===== config.mk =====
export PLATFORM = sky130hd
export DESIGN_NAME = mdu_issue_ctrl
export DESIGN_NICKNAME = d
export VERILOG_FILES = /design/src/rtl/mdu_issue_ctrl.sv
export SDC_FILE = /design/constraint.sdc
export NUM_CORES = 1
export LEC_CHECK = 0
export BUFFER_PORTS_ARGS = -buffer_cell sky130_fd_sc_hd__buf_2
export CAP_MARGIN = 0
export CORE_UTILIZATION = 45
export CTS_BUF_LIST = sky130_fd_sc_hd__clkbuf_4
export DETAILED_ROUTE_END_ITERATION = 12
export GPL_TIMING_DRIVEN = 0
export PLACE_DENSITY = 0.69
export SKIP_LAST_GASP = 1
export SLEW_MARGIN = 0
export SYNTH_ARGS = -nofsm -noshare
export SYNTH_HDL_FRONTEND = slang
export SYNTH_SLANG_ARGS = --single-unit
export TNS_END_PERCENT = 20

===== constraint.sdc =====
create_clock -name clk -period 4.47 [get_ports clk]
set_clock_uncertainty 0.2 [all_clocks]
set_input_delay 0.447 -clock clk [delete_from_list [all_inputs] [get_ports clk]]
set_output_delay 0.447 -clock clk [all_outputs]
set_load 0.02 [all_outputs]

===== src/rtl/mdu_issue_ctrl.sv =====
// Issue-side controller for the E-stage multiply/divide unit: start/ctrl generation,
// D-stage HI/LO hazard stall and an independent latency tracker that flags protocol errors.
module mdu_issue_ctrl #(
    parameter int MUL_LAT = 5,
    parameter int DIV_LAT = 10,
    parameter int SLACK   = 2
) (
    input  logic       clk,
    input  logic       reset,
    input  logic [3:0] op_D,
    input  logic [3:0] op_E,
    input  logic       flush_E,
    input  logic       mdu_busy,
    output logic       mdu_start,
    output logic [3:0] mdu_ctrl,
    output logic       stall_D,
    output logic       inflight,
    output logic       timeout_err
);

    localparam logic [4:0] MUL_LAT_W = 5'(MUL_LAT);
    localparam logic [4:0] DIV_LAT_W = 5'(DIV_LAT);
    localparam logic [4:0] SLACK_W   = 5'(SLACK);

    typedef enum logic {IDLE, RUN} state_t;

    state_t     state_reg;
    logic [4:0] cnt_reg;
    logic [4:0] overrun_reg;
    logic       start_prev_reg;
    logic       timeout_err_reg;

    logic e_muldiv;
    logic d_hilo;

    assign e_muldiv = (op_E >= 4'd1) && (op_E <= 4'd4);
    assign d_hilo   = (op_D >= 4'd1) && (op_D <= 4'd8);

    // A flushed E-stage op must leave no trace in the MDU, including HI/LO writes.
    assign mdu_ctrl    = flush_E ? 4'd0 : op_E;
    assign mdu_start   = !flush_E && e_muldiv && (state_reg == IDLE);
    assign stall_D     = d_hilo && (mdu_start || mdu_busy || (state_reg != IDLE));
    assign inflight    = (state_reg == RUN);
    assign timeout_err = timeout_err_reg;

    always_ff @(posedge clk) begin
        if (reset) begin
            state_reg       <= IDLE;
            cnt_reg         <= 5'd0;
            overrun_reg     <= 5'd0;
            start_prev_reg  <= 1'b0;
            timeout_err_reg <= 1'b0;
        end else begin
            start_prev_reg <= mdu_start;

            // A new mul/div reaching E while one is tracked means the stall was bypassed.
            if (!flush_E && e_muldiv && (state_reg != IDLE))
                timeout_err_reg <= 1'b1;
            // Busy with nothing launched: the MDU is out of step with the pipeline.
            if (mdu_busy && (state_reg == IDLE) && !start_prev_reg)
                timeout_err_reg <= 1'b1;

            case (state_reg)
                IDLE: begin
                    if (mdu_start) begin
                        state_reg   <= RUN;
                        cnt_reg     <= (op_E <= 4'd2) ? MUL_LAT_W : DIV_LAT_W;
                        overrun_reg <= 5'd0;
                    end
                end
                RUN: begin
                    if (cnt_reg != 5'd0) begin
                        cnt_reg <= cnt_reg - 5'd1;
                    end else if (!mdu_busy) begin
                        state_reg   <= IDLE;
                        overrun_reg <= 5'd0;
                    end else if ((overrun_reg + 5'd1) >= SLACK_W) begin
                        // Give up on the MDU so the pipeline cannot deadlock on a stuck busy.
                        timeout_err_reg <= 1'b1;
                        state_reg       <= IDLE;
                        overrun_reg     <= 5'd0;
                    end else begin
                        overrun_reg <= overrun_reg + 5'd1;
                    end
                end
                default: state_reg <= IDLE;
            endcase
        end
    end

endmodule

After elaboration in Yosys (flattened, before gate mapping)
Index checks and enable logic that the tools add are counted.
- $add $sub $neg: 2
- shift-type cells: 0
- muxes and demuxes: 21
- multipliers: 0
- $lt $le $gt $ge: 6
- eq/ne operators: 3
- bitwise operators: 1
- reduce and logical (&&, ||, !) cells: 15
- divide/modulo/power cells: 0
- operators by type and width (operator ; count):
    5-bit 2-to-1 mux ; 6
    5-bit one-hot mux with 2 select lines ; 2
    1-bit 2-to-1 mux ; 10
    4-bit by 1-bit greater-or-equal comparator with 1-bit output, second input constant ; 2
    1-bit logical AND ; 8
    4-bit 2-to-1 mux ; 2
    5-bit by 1-bit adder with 5-bit output, second input constant ; 1
    5-bit by 2-bit greater-or-equal comparator with 1-bit output, second input constant ; 1
    5-bit nonzero test ; 1
    5-bit by 1-bit subtractor with 5-bit output, second input constant ; 1
    4-bit by 2-bit less-or-equal comparator with 1-bit output, second input constant ; 1
    4-bit by 3-bit less-or-equal comparator with 1-bit output, second input constant ; 1
    4-bit less-or-equal comparator, second input constant ; 1
    2-bit inequality test, second input constant ; 2
    2-bit AND reduction ; 2
    1-bit zero test ; 2
    1-bit logical OR ; 2
    2-bit by 1-bit inequality test with 1-bit output, second input constant ; 1
    1-bit one-hot mux with 2 select lines ; 1
    1-bit inverter ; 1
- output and inout bits: 8
- flip-flop bits (word level): 13
- bits in read-only memories: 0
- bits in latches: 0
- memory bits (writable): 0
- memories: 0

Depth between registers and ports, before layout
Gate-level depths: netlist (run 1).
- depth after elaboration: 10
- mapped depth: 6

Worst setup path before layout (run 1)
Ideal clock, no wire load.
- path type: input to output
- start point: in flush_E
- end point: out mdu_start
- setup slack: 2.405 ns
- arrival time: 1.418 ns
- data required time: 3.823 ns
- path buffers: 1
- cell stages on the path: 4
- path through: or3_4 > or3_1 > buf_2 > inv_1
- cells in the longest elaborated chain, start to end: 3
- RTL lines (element ; line ; RTL):
    start, declared ; 12 ; input logic flush_E,
    1-bit zero test ; 41 ; assign mdu_start = !flush_E && e_muldiv && (state_reg == IDLE);
    1-bit logical AND (2 in a row) ; 41 ;
    end, declared ; 14 ; output logic mdu_start,
No other way between the ends.

Worst setup path in the final report (run 1)
- start point: reg state_reg, in the netlist inflight
- end point: out mdu_start
- cells in the longest elaborated chain, start to end: 2
- RTL lines (element ; line ; RTL):
    start, declared ; 27 ; state_t state_reg;
    start signal, assigned ; 48 ; state_reg <= IDLE;
    start signal, assigned ; 66 ; state_reg <= RUN;
    start signal, assigned ; 75 ; state_reg <= IDLE;
    1-bit inverter ; -- ;
    1-bit logical AND ; 41 ;
No other way between the ends.

==> metrics.txt, run 1 <==
CP max-delay cell=dfxtp_1; Final #Nets=between 100 and 150; clk sinks=13; Leak=between 0.4 and 0.5 nW; leading area contributor after synthesis=dfxtp_1; Crit path max-delay family=simple AND/OR/NAND/NOR gates; Cell Int Power=0.1940 mW; initial antenna violation count=0; vias in the first global route=between 600 and 700; gr ovfl total=0; post-synth top area share=between 30% and 40%; sw frac=30.64%; CTS Buffer Depth=2; pwr dens=297.6 mW/mm^2; clk_lat worst skew=approximately 280 ps; critical path cell sequence=or3_4, or3_1, buf_2, inv_1, buf_2; Worst Hold Class=input port to register; Routability Congestion=around 0.76; Synth Register Bits=13; hold-fix buffers at CTS=0; row cnt=14; Core ar.=around 0.0016 mm^2; first-pass GRT wire length=2.953 mm; status=complete, no violations; worst slew pin tran=473.1 ps; peak supply drop=166.0 uV; dpl cells=127; Clock Tree Root=clkbuf_4; setup_tns=0 ps; syn_nets=108; DIE HEIGHT=roughly 44 um; Clk pwr share=~29%; final hold vios=0; Pre-antenna DRT Iters=6; sequential share of power=46.3%; combinational share of power=24.6%; Initial Util=50.40%; number of gates resized after CTS=0; Tmin final=2373 ps; clk slew on worst S/H paths=80 ps; CTS tree=yes; buffers plus inverters on the worst setup path=3; ys flop type=dfxtp_1; antenna viol nets, final=0; number of synthesized flops with an enable pin=0; crit share post-route=53.09%; H-tree depth=1; Post-CTS Setup Bufs=0; sw power=0.08569 mW; crit-path max FO=10; Num CTS Buffers=3; dpl ws=2157 ps; Final Cell Area=939.7 um^2; largest net degree at the start of global routing=11; Slew Viols, Final=0; # diodes=0; crit path capture type=output pin; CP peak stage delay=390 ps; crit path DAT=1730 ps; die area=0.001938 mm^2; Slew headroom=68.46%; IO Count=20; Final setup viols=0; synth unique cells=37; die width=44.02 um; Syn Std Cell Area=794.5 um^2; Syn Area/Cell=8.636 um^2; gr usage total=20.53%; Finished Core Util=59.60%; drt wl/cell=around 13 um; ranking of synthesized cells by area=dfxtp_1 (33%), ha_1 (6.3%), and2b_2 (5.5%); YS warnings=0; Critical Path Most Common Cell=buf_2; DRC violations left=0; drt first-iter violations=8; Setup WS post-layout=2097 ps; ratio of cells with drive above 1 in the final layout=a little under a third; WS Path Type=register to output pin; ys async rst share=0%; sequential fraction of the synthesis area=32.76%; synthesis-to-finish area growth=18.27%; number of max-cap violations=0; drt via density=between 5 and 6; wirelength, routed=1.699 mm; Startpoint Class=register; port bufs=19; Placed Area=909.6 um^2; hpwl dp=approximately 1.3 mm; Post-Syn Instances=92; CP required=3820 ps; DR vias=759; Fmax=0.4214 GHz; RSZ-0062 raised after global routing=false; Post-Layout Cell Count=between 100 and 150
-- placed cells by master (no fill, tap or decap), types with 2 or more instances in the layout --
master / n
a211oi_1: 4
a21oi_1: 4
and2b_2: 5
and3_1: 5
buf_2: 20
clkbuf_4: 4
dfxtp_1: 13
ha_1: 4
inv_1: 5
nand2_1: 4
nand3_1: 5
nor2_1: 9
nor3_1: 5
nor4_1: 3
o21ai_0: 2
-- path summary, 6_finish.rpt --
| path | cells after the start | endpoint | slack (ps) | from |
|---|---|---|---|---|
| worst max-delay path | 5 | mdu_start | 2100 | inflight |
| worst max register to register | 6 | timeout_err | 2610 | cnt_reg[0] |
| worst min-delay path | 3 | timeout_err | 280 | mdu_busy |
| worst min register to register | 1 | overrun_reg[2] | 300 | overrun_reg[2] |
-- through the flow --
stage	total power, mW	hold slack [ps]
final	0.2796	283.4
after global routing	0.2977	292.7
after CTS	0.2828	285.6
after detailed placement	0.2008	289.0
after global placement	0.1998	280.8
after floorplan	0.1797	261.8
-- power by group through the flow --
stage               Sequential [mW]  Clock, mW  Combinational (mW)
floorplan                     0.132          0              0.0475
finish                        0.129     0.0813              0.0689
global route                  0.130     0.0902              0.0772
detailed placement            0.132          0              0.0692
global placement              0.131          0              0.0683
CTS                           0.129     0.0838              0.0697
-- cell families (layout without fill, tap and decap cells) --
logic type               after synthesis  count (layout)  share of synthesized area, %
AND/OR/NAND/NOR                       47              47                         36.06
AO/OA/AOI/OAI                         19              19                         18.90
flip-flops                            13              13                         32.76
buffers and inverters                  8              31                         4.881
adder cells (fa/ha/maj)                4               4                         6.299
XOR/XNOR                               1               1                         1.103
-- tightest hold or removal path, delay by kind of cell --
family | cells | cell delay (ps)
compound gates | 1 | 80
simple gates | 1 | 60
buf+inv | 1 | 120
-- synth_stat cells, types with 2 or more instances --
library cell / count
ha_1: 4
nand3_1: 5
nor3_1: 5
and3_1: 5
inv_1: 5
a21oi_1: 4
dfxtp_1: 13
and2b_2: 5
o21ai_0: 2
nor2_1: 9
a211oi_1: 4
nand2_1: 4
nor4_1: 3
-- per-layer routing --
metal,wire length [um],GRT usage (%),vias to the layer above
met2,719,32.65,29
met4,11,9.091,0
met5,0,0,-
met3,96,4.082,2
met1,871,26.90,342
li1,-,-,386
-- cell type report --
cell class | count | area, um^2
clock buffer | 4 | 30.03
tap | 16 | 20.02
fill | 153 | 636.9
sequential | 13 | 260.3
multi-input combinational | 71 | 495.5
timing repair buffer | 19 | 95.09
inverter | 5 | 18.77
buffer | 3 | 20.02
Note: power is estimated with default switching activity, not from simulation.
==> inputs of run 2 (changes only) <==
PLACE_DENSITY = 0.72   (was 0.69)
clock period = 2.15 ns   (was 4.47 ns; I/O delays follow)
==> run 2 against run 1 <==
  * Non-clock buffer count stayed put
  * Global-route usage is 0.31 points higher
  * Largest cell class unchanged
  * Final cell count unchanged
  * Combinational power rose by 110%
==> metrics.txt, run 2 (synthesis results as in run 1) <==
status=complete, no violations; crit path DAT=1670 ps; # fillers=155; Clk pwr share=about 29%; critical path cell sequence=or3_4, or3_1, buf_4, inv_1, buf_2; gr usage total=between 20% and 30%; Num CTS Buffers=3; DIE HEIGHT=about 44 um; drt via density=5.763; die area=0.001938 mm^2; hpwl dp=1.269 mm; setup_tns=0 ps; CTS Buffer Depth=2; Final setup viols=0; Cell Int Power=0.4040 mW; WS Path Type=register to output pin; hold-fix buffers at CTS=0; Tmin final=2082 ps; Fmax=roughly 0.48 GHz; wirelength, routed=1.708 mm; sw frac=30.54%; IO Count=20; Worst R2R Path Depth=6; Clock Tree Root=clkbuf_4; Pre-antenna DRT Iters=6; combinational share of power=25.3%; CTS tree=yes; largest net degree at the start of global routing=11; initial antenna violation count=0; row cnt=14; area used by multi-input combinational logic=495.5 um^2; # diodes=0; Core ar.=about 0.0016 mm^2; hold path endpoint=timeout_err; Post-CTS Setup Bufs=0; sequential share of power=46.1%; Initial Util=50.40%; synthesis-to-finish area growth=18.74%; worst slew pin tran=approximately 480 ps; peak supply drop=351.8 uV; number of gates resized after CTS=0; clk_lat worst skew=280 ps; Crit Reg-Reg Startpoint=cnt_reg[0]; Post-Layout Cell Count=131; RSZ-0062 raised after global routing=false; drt wl/cell=13.04 um; Startpoint Class=register; register area=~260 um^2; commonest non-fill, non-tap cells in the layout=buf_2 (19), dfxtp_1 (12), nor2_1 (9); slack of the worst reg-to-reg path=approximately 270 ps; number of max-cap violations=0; Routability Congestion=0.8349; crit path capture type=output pin; Leak=between 0.4 and 0.5 nW; crit-path max FO=10; final hold vios=0; DR vias=755; Worst Hold Class=input port to register; sw power=0.1777 mW; die width=44.02 um; clk slew on worst S/H paths=90 ps; crit share post-route=between 90 and 100%; dpl cells=127; Final #Nets=132; Slew Viols, Final=0; CP max-delay cell=dfxtp_2; Hold Crit Start=mdu_busy; clk sinks=13; port bufs=19; first-pass GRT wire length=3.001 mm; CP required=1740 ps; drt first-iter violations=13; commonest non-fill, non-tap cell in the layout=buf_2; H-tree depth=1; pwr dens=616.6 mW/mm^2; antenna viol nets, final=0; CP peak stage delay=370 ps; Slew headroom=68.00%; Hold Path Depth=3; DRC violations left=0; worst r2r dst=cnt_reg[2]; gr ovfl total=0; vias in the first global route=727; ratio of cells with drive above 1 in the final layout=32.17%
==> run 2: cell type report <==
cell class | count | share of cell area [%]
multi-input cells | 71 | 52.52
flip-flops and latches | 13 | 27.72
inverters | 5 | 1.989
well taps | 16 | 2.122
plain buffers | 3 | 2.387
clock buffers | 4 | 3.183
repair buffers | 19 | 10.08
==> run 2: metrics by stage <==
stage / utilization (%) / power [mW] / area, um^2 / setup slack [ps] / hold WS (ps)
after CTS: 59.60 / 0.5836 / 939.7 / 7.596 / 69.12
after global placement: 57.70 / 0.4139 / 909.6 / 319.5 / 282.2
after global routing: 59.84 / 0.6149 / 943.4 / 14.05 / 83.75
final: 59.84 / 0.5817 / 943.4 / 67.72 / 72.06
after floorplan: - / 0.3735 / 794.5 / 374.4 / 194.6
after detailed placement: 57.70 / 0.4188 / 909.6 / 305.2 / 286.6
==> run 2: power by group through the flow <==
| stage | Clock [mW] | Sequential (mW) | Combinational, mW |
|---|---|---|---|
| after floorplan | 0 | 0.275 | 0.0987 |
| after global placement | 0 | 0.273 | 0.141 |
| after detailed placement | 0 | 0.274 | 0.145 |
| after CTS | 0.169 | 0.268 | 0.146 |
| after global routing | 0.180 | 0.271 | 0.164 |
| final | 0.166 | 0.268 | 0.147 |
==> run 2: routing by layer <==
metal	routed length (um)	vias up	track usage (%)
met4	34	0	12.73
met5	0	-	0
met2	766	23	33.24
li1	-	386	-
met3	56	4	2.449
met1	851	342	26.85
==> run 2: worst max-delay path, delay by kind of cell (launching register included) <==
kind | cells | cell delay, ps
buffers and inverters | 3 | 380
DFF | 1 | 370
and+or+nand+nor | 2 | 650
==> run 2: how the worst max path moves through the flow <==
| stage | start | endpoint | slack [ps] | depth (start not counted) |
|---|---|---|---|---|
| 3_3_place_gp | flush_E | mdu_start | 320 | 6 |
| 4_1_cts | inflight | mdu_start | 8 | 5 |
| 6_report | inflight | mdu_start | 70 | 5 |
| 3_5_place_dp | flush_E | mdu_start | 310 | 6 |
| 2_1_floorplan | inflight | mdu_start | 370 | 4 |
| 5_1_grt | inflight | mdu_start | 10 | 5 |
==> inputs of run 3 (changes only) <==
CORE_UTILIZATION = 48   (was 45)
PLACE_DENSITY = 0.76   (was 0.72)
==> run 3 against run 2 <==
  * Via count up 0.26%
  * Register-to-register slack is essentially flat
  * Utilization grew 1.9 points
  * Clock-buffer cell count did not move
  * Sequential power about the same
  * Largest cell class unchanged
  * First-iteration DRC count increased by 46%
  * Highest routed layer unchanged
  * Sequential cell count stayed put
==> metrics.txt, run 3 (synthesis results as in run 1) <==
drt first-iter violations=19; number of gates resized after CTS=0; clk slew on worst S/H paths=70 ps; number of max-cap violations=0; Routability Congestion=between 0.7 and 0.8; pwr dens=603.8 mW/mm^2; DRC violations left=0; # diodes=0; status=complete, no violations; H-tree depth=1; CTS tree=yes; Post-CTS Setup Bufs=0; gr ovfl total=0; WS Path Type=register to output pin; crit path capture type=output pin; row cnt=14; synthesis-to-finish area growth=18.43%; gr usage total=about a fifth; Post-Layout Cell Count=131; setup_tns=0 ps; critical path cell sequence=or3_4, or3_1, buf_2, inv_1, buf_2; Slew Viols, Final=0; wirelength, routed=1.594 mm; drt via density=approximately 5.8; Num CTS Buffers=3; clk_lat worst skew=about 260 ps; Final #Nets=132; Pre-antenna DRT Iters=4; Slew headroom=69.21%; die width=approximately 43 um; CTS Buffer Depth=2; commonest non-fill, non-tap cells in the layout=buf_2 (20), dfxtp_1 (12), nor2_1 (9); final hold vios=0; Critical Path Most Common Cell=buf_2; Fmax=0.4818 GHz; commonest non-fill, non-tap cell in the layout=buf_2; Final setup viols=0; CP peak stage delay=370 ps; Finished Core Util=around three fifths; initial antenna violation count=0; RSZ-0062 raised after global routing=false; ratio of cells with drive above 1 in the final layout=32.17%; CP required=1740 ps; Clock Tree Root=clkbuf_4; port bufs=19; crit share post-route=96.53%; vias in the first global route=~640; Initial Util=52.13%; DR vias=757; Startpoint Class=register; antenna viol nets, final=0; CP max-delay cell=dfxtp_2; buffers plus inverters on the worst setup path=3; Crit path max-delay family=simple AND/OR/NAND/NOR gates; crit-path max FO=10; Leak=0.4187 nW; worst slew pin tran=461.9 ps; Core ar.=0.001524 mm^2; crit path DAT=1660 ps; hold-fix buffers at CTS=0; largest net degree at the start of global routing=11; drt wl/cell=around 12 um; clk sinks=13; Tmin final=2075 ps; DIE HEIGHT=42.69 um; hpwl dp=around 1.2 mm; dpl cells=127; first-pass GRT wire length=2.642 mm; Worst Hold Class=input port to register; peak supply drop=306.0 uV; IO Count=20; die area=0.001822 mm^2
run 3: cell counts in the layout (fill, tap and decap cells not counted):
No cell type changed its count.
run 3: path summary, 6_finish.rpt:
kind | from | to | slack (ps) | cells past startpoint
min | mdu_busy | timeout_err | 70 | 3
max | inflight | mdu_start | 70 | 5
max reg2reg | cnt_reg[1] | cnt_reg[2] | 260 | 6
min reg2reg | cnt_reg[0] | cnt_reg[0] | 290 | 2
run 3: report_power, final:
part | total [mW] | internal [mW] | switching (mW)
Sequential | 0.269 | 0.254 | 0.0154
Clock | 0.155 | 0.0842 | 0.0711
Combinational | 0.144 | 0.0655 | 0.0784
Total | 0.568 | 0.403 | 0.165
run 3: routing by layer:
layer / global-route usage, % / share of wire, % / vias up
met5: 0 / 0 / -
met4: 7.500 / 0.88 / 0
met3: 3.830 / 2.6 / 2
met2: 31.52 / 49 / 13
met1: 22.81 / 47 / 353
li1: - / - / 389
run 3: layout make-up:
cell class	instances	area, um^2
tap	16	20.02
sequential	13	261.5
fill	135	583.1
buffer	3	20.02
multi-input combinational	71	495.5
inverter	5	18.77
clock buffer	4	30.03
timing repair buffer	19	95.09
run 3: through the flow:
stage | hold WS [ps] | setup WS [ps] | cell area, um^2 | total power, mW
2_1_floorplan | 194.6 | 374.4 | 794.5 | 0.3735
3_3_place_gp | 281.3 | 322.1 | 909.6 | 0.4130
3_5_place_dp | 285.4 | 290.9 | 909.6 | 0.4164
4_1_cts | 63.87 | 29.17 | 939.7 | 0.5726
5_1_grt | 63.96 | 20.75 | 940.9 | 0.6031
6_report | 67.45 | 74.65 | 940.9 | 0.5681
run 3: worst register-to-register path, cell delays in order (launching register included):
cell and delay (ps):
dfxtp_1 310, inv_1 100, ha_1 190, nor4b_2 300, o32a_4 280, and2b_2 220, a211oi_1 210
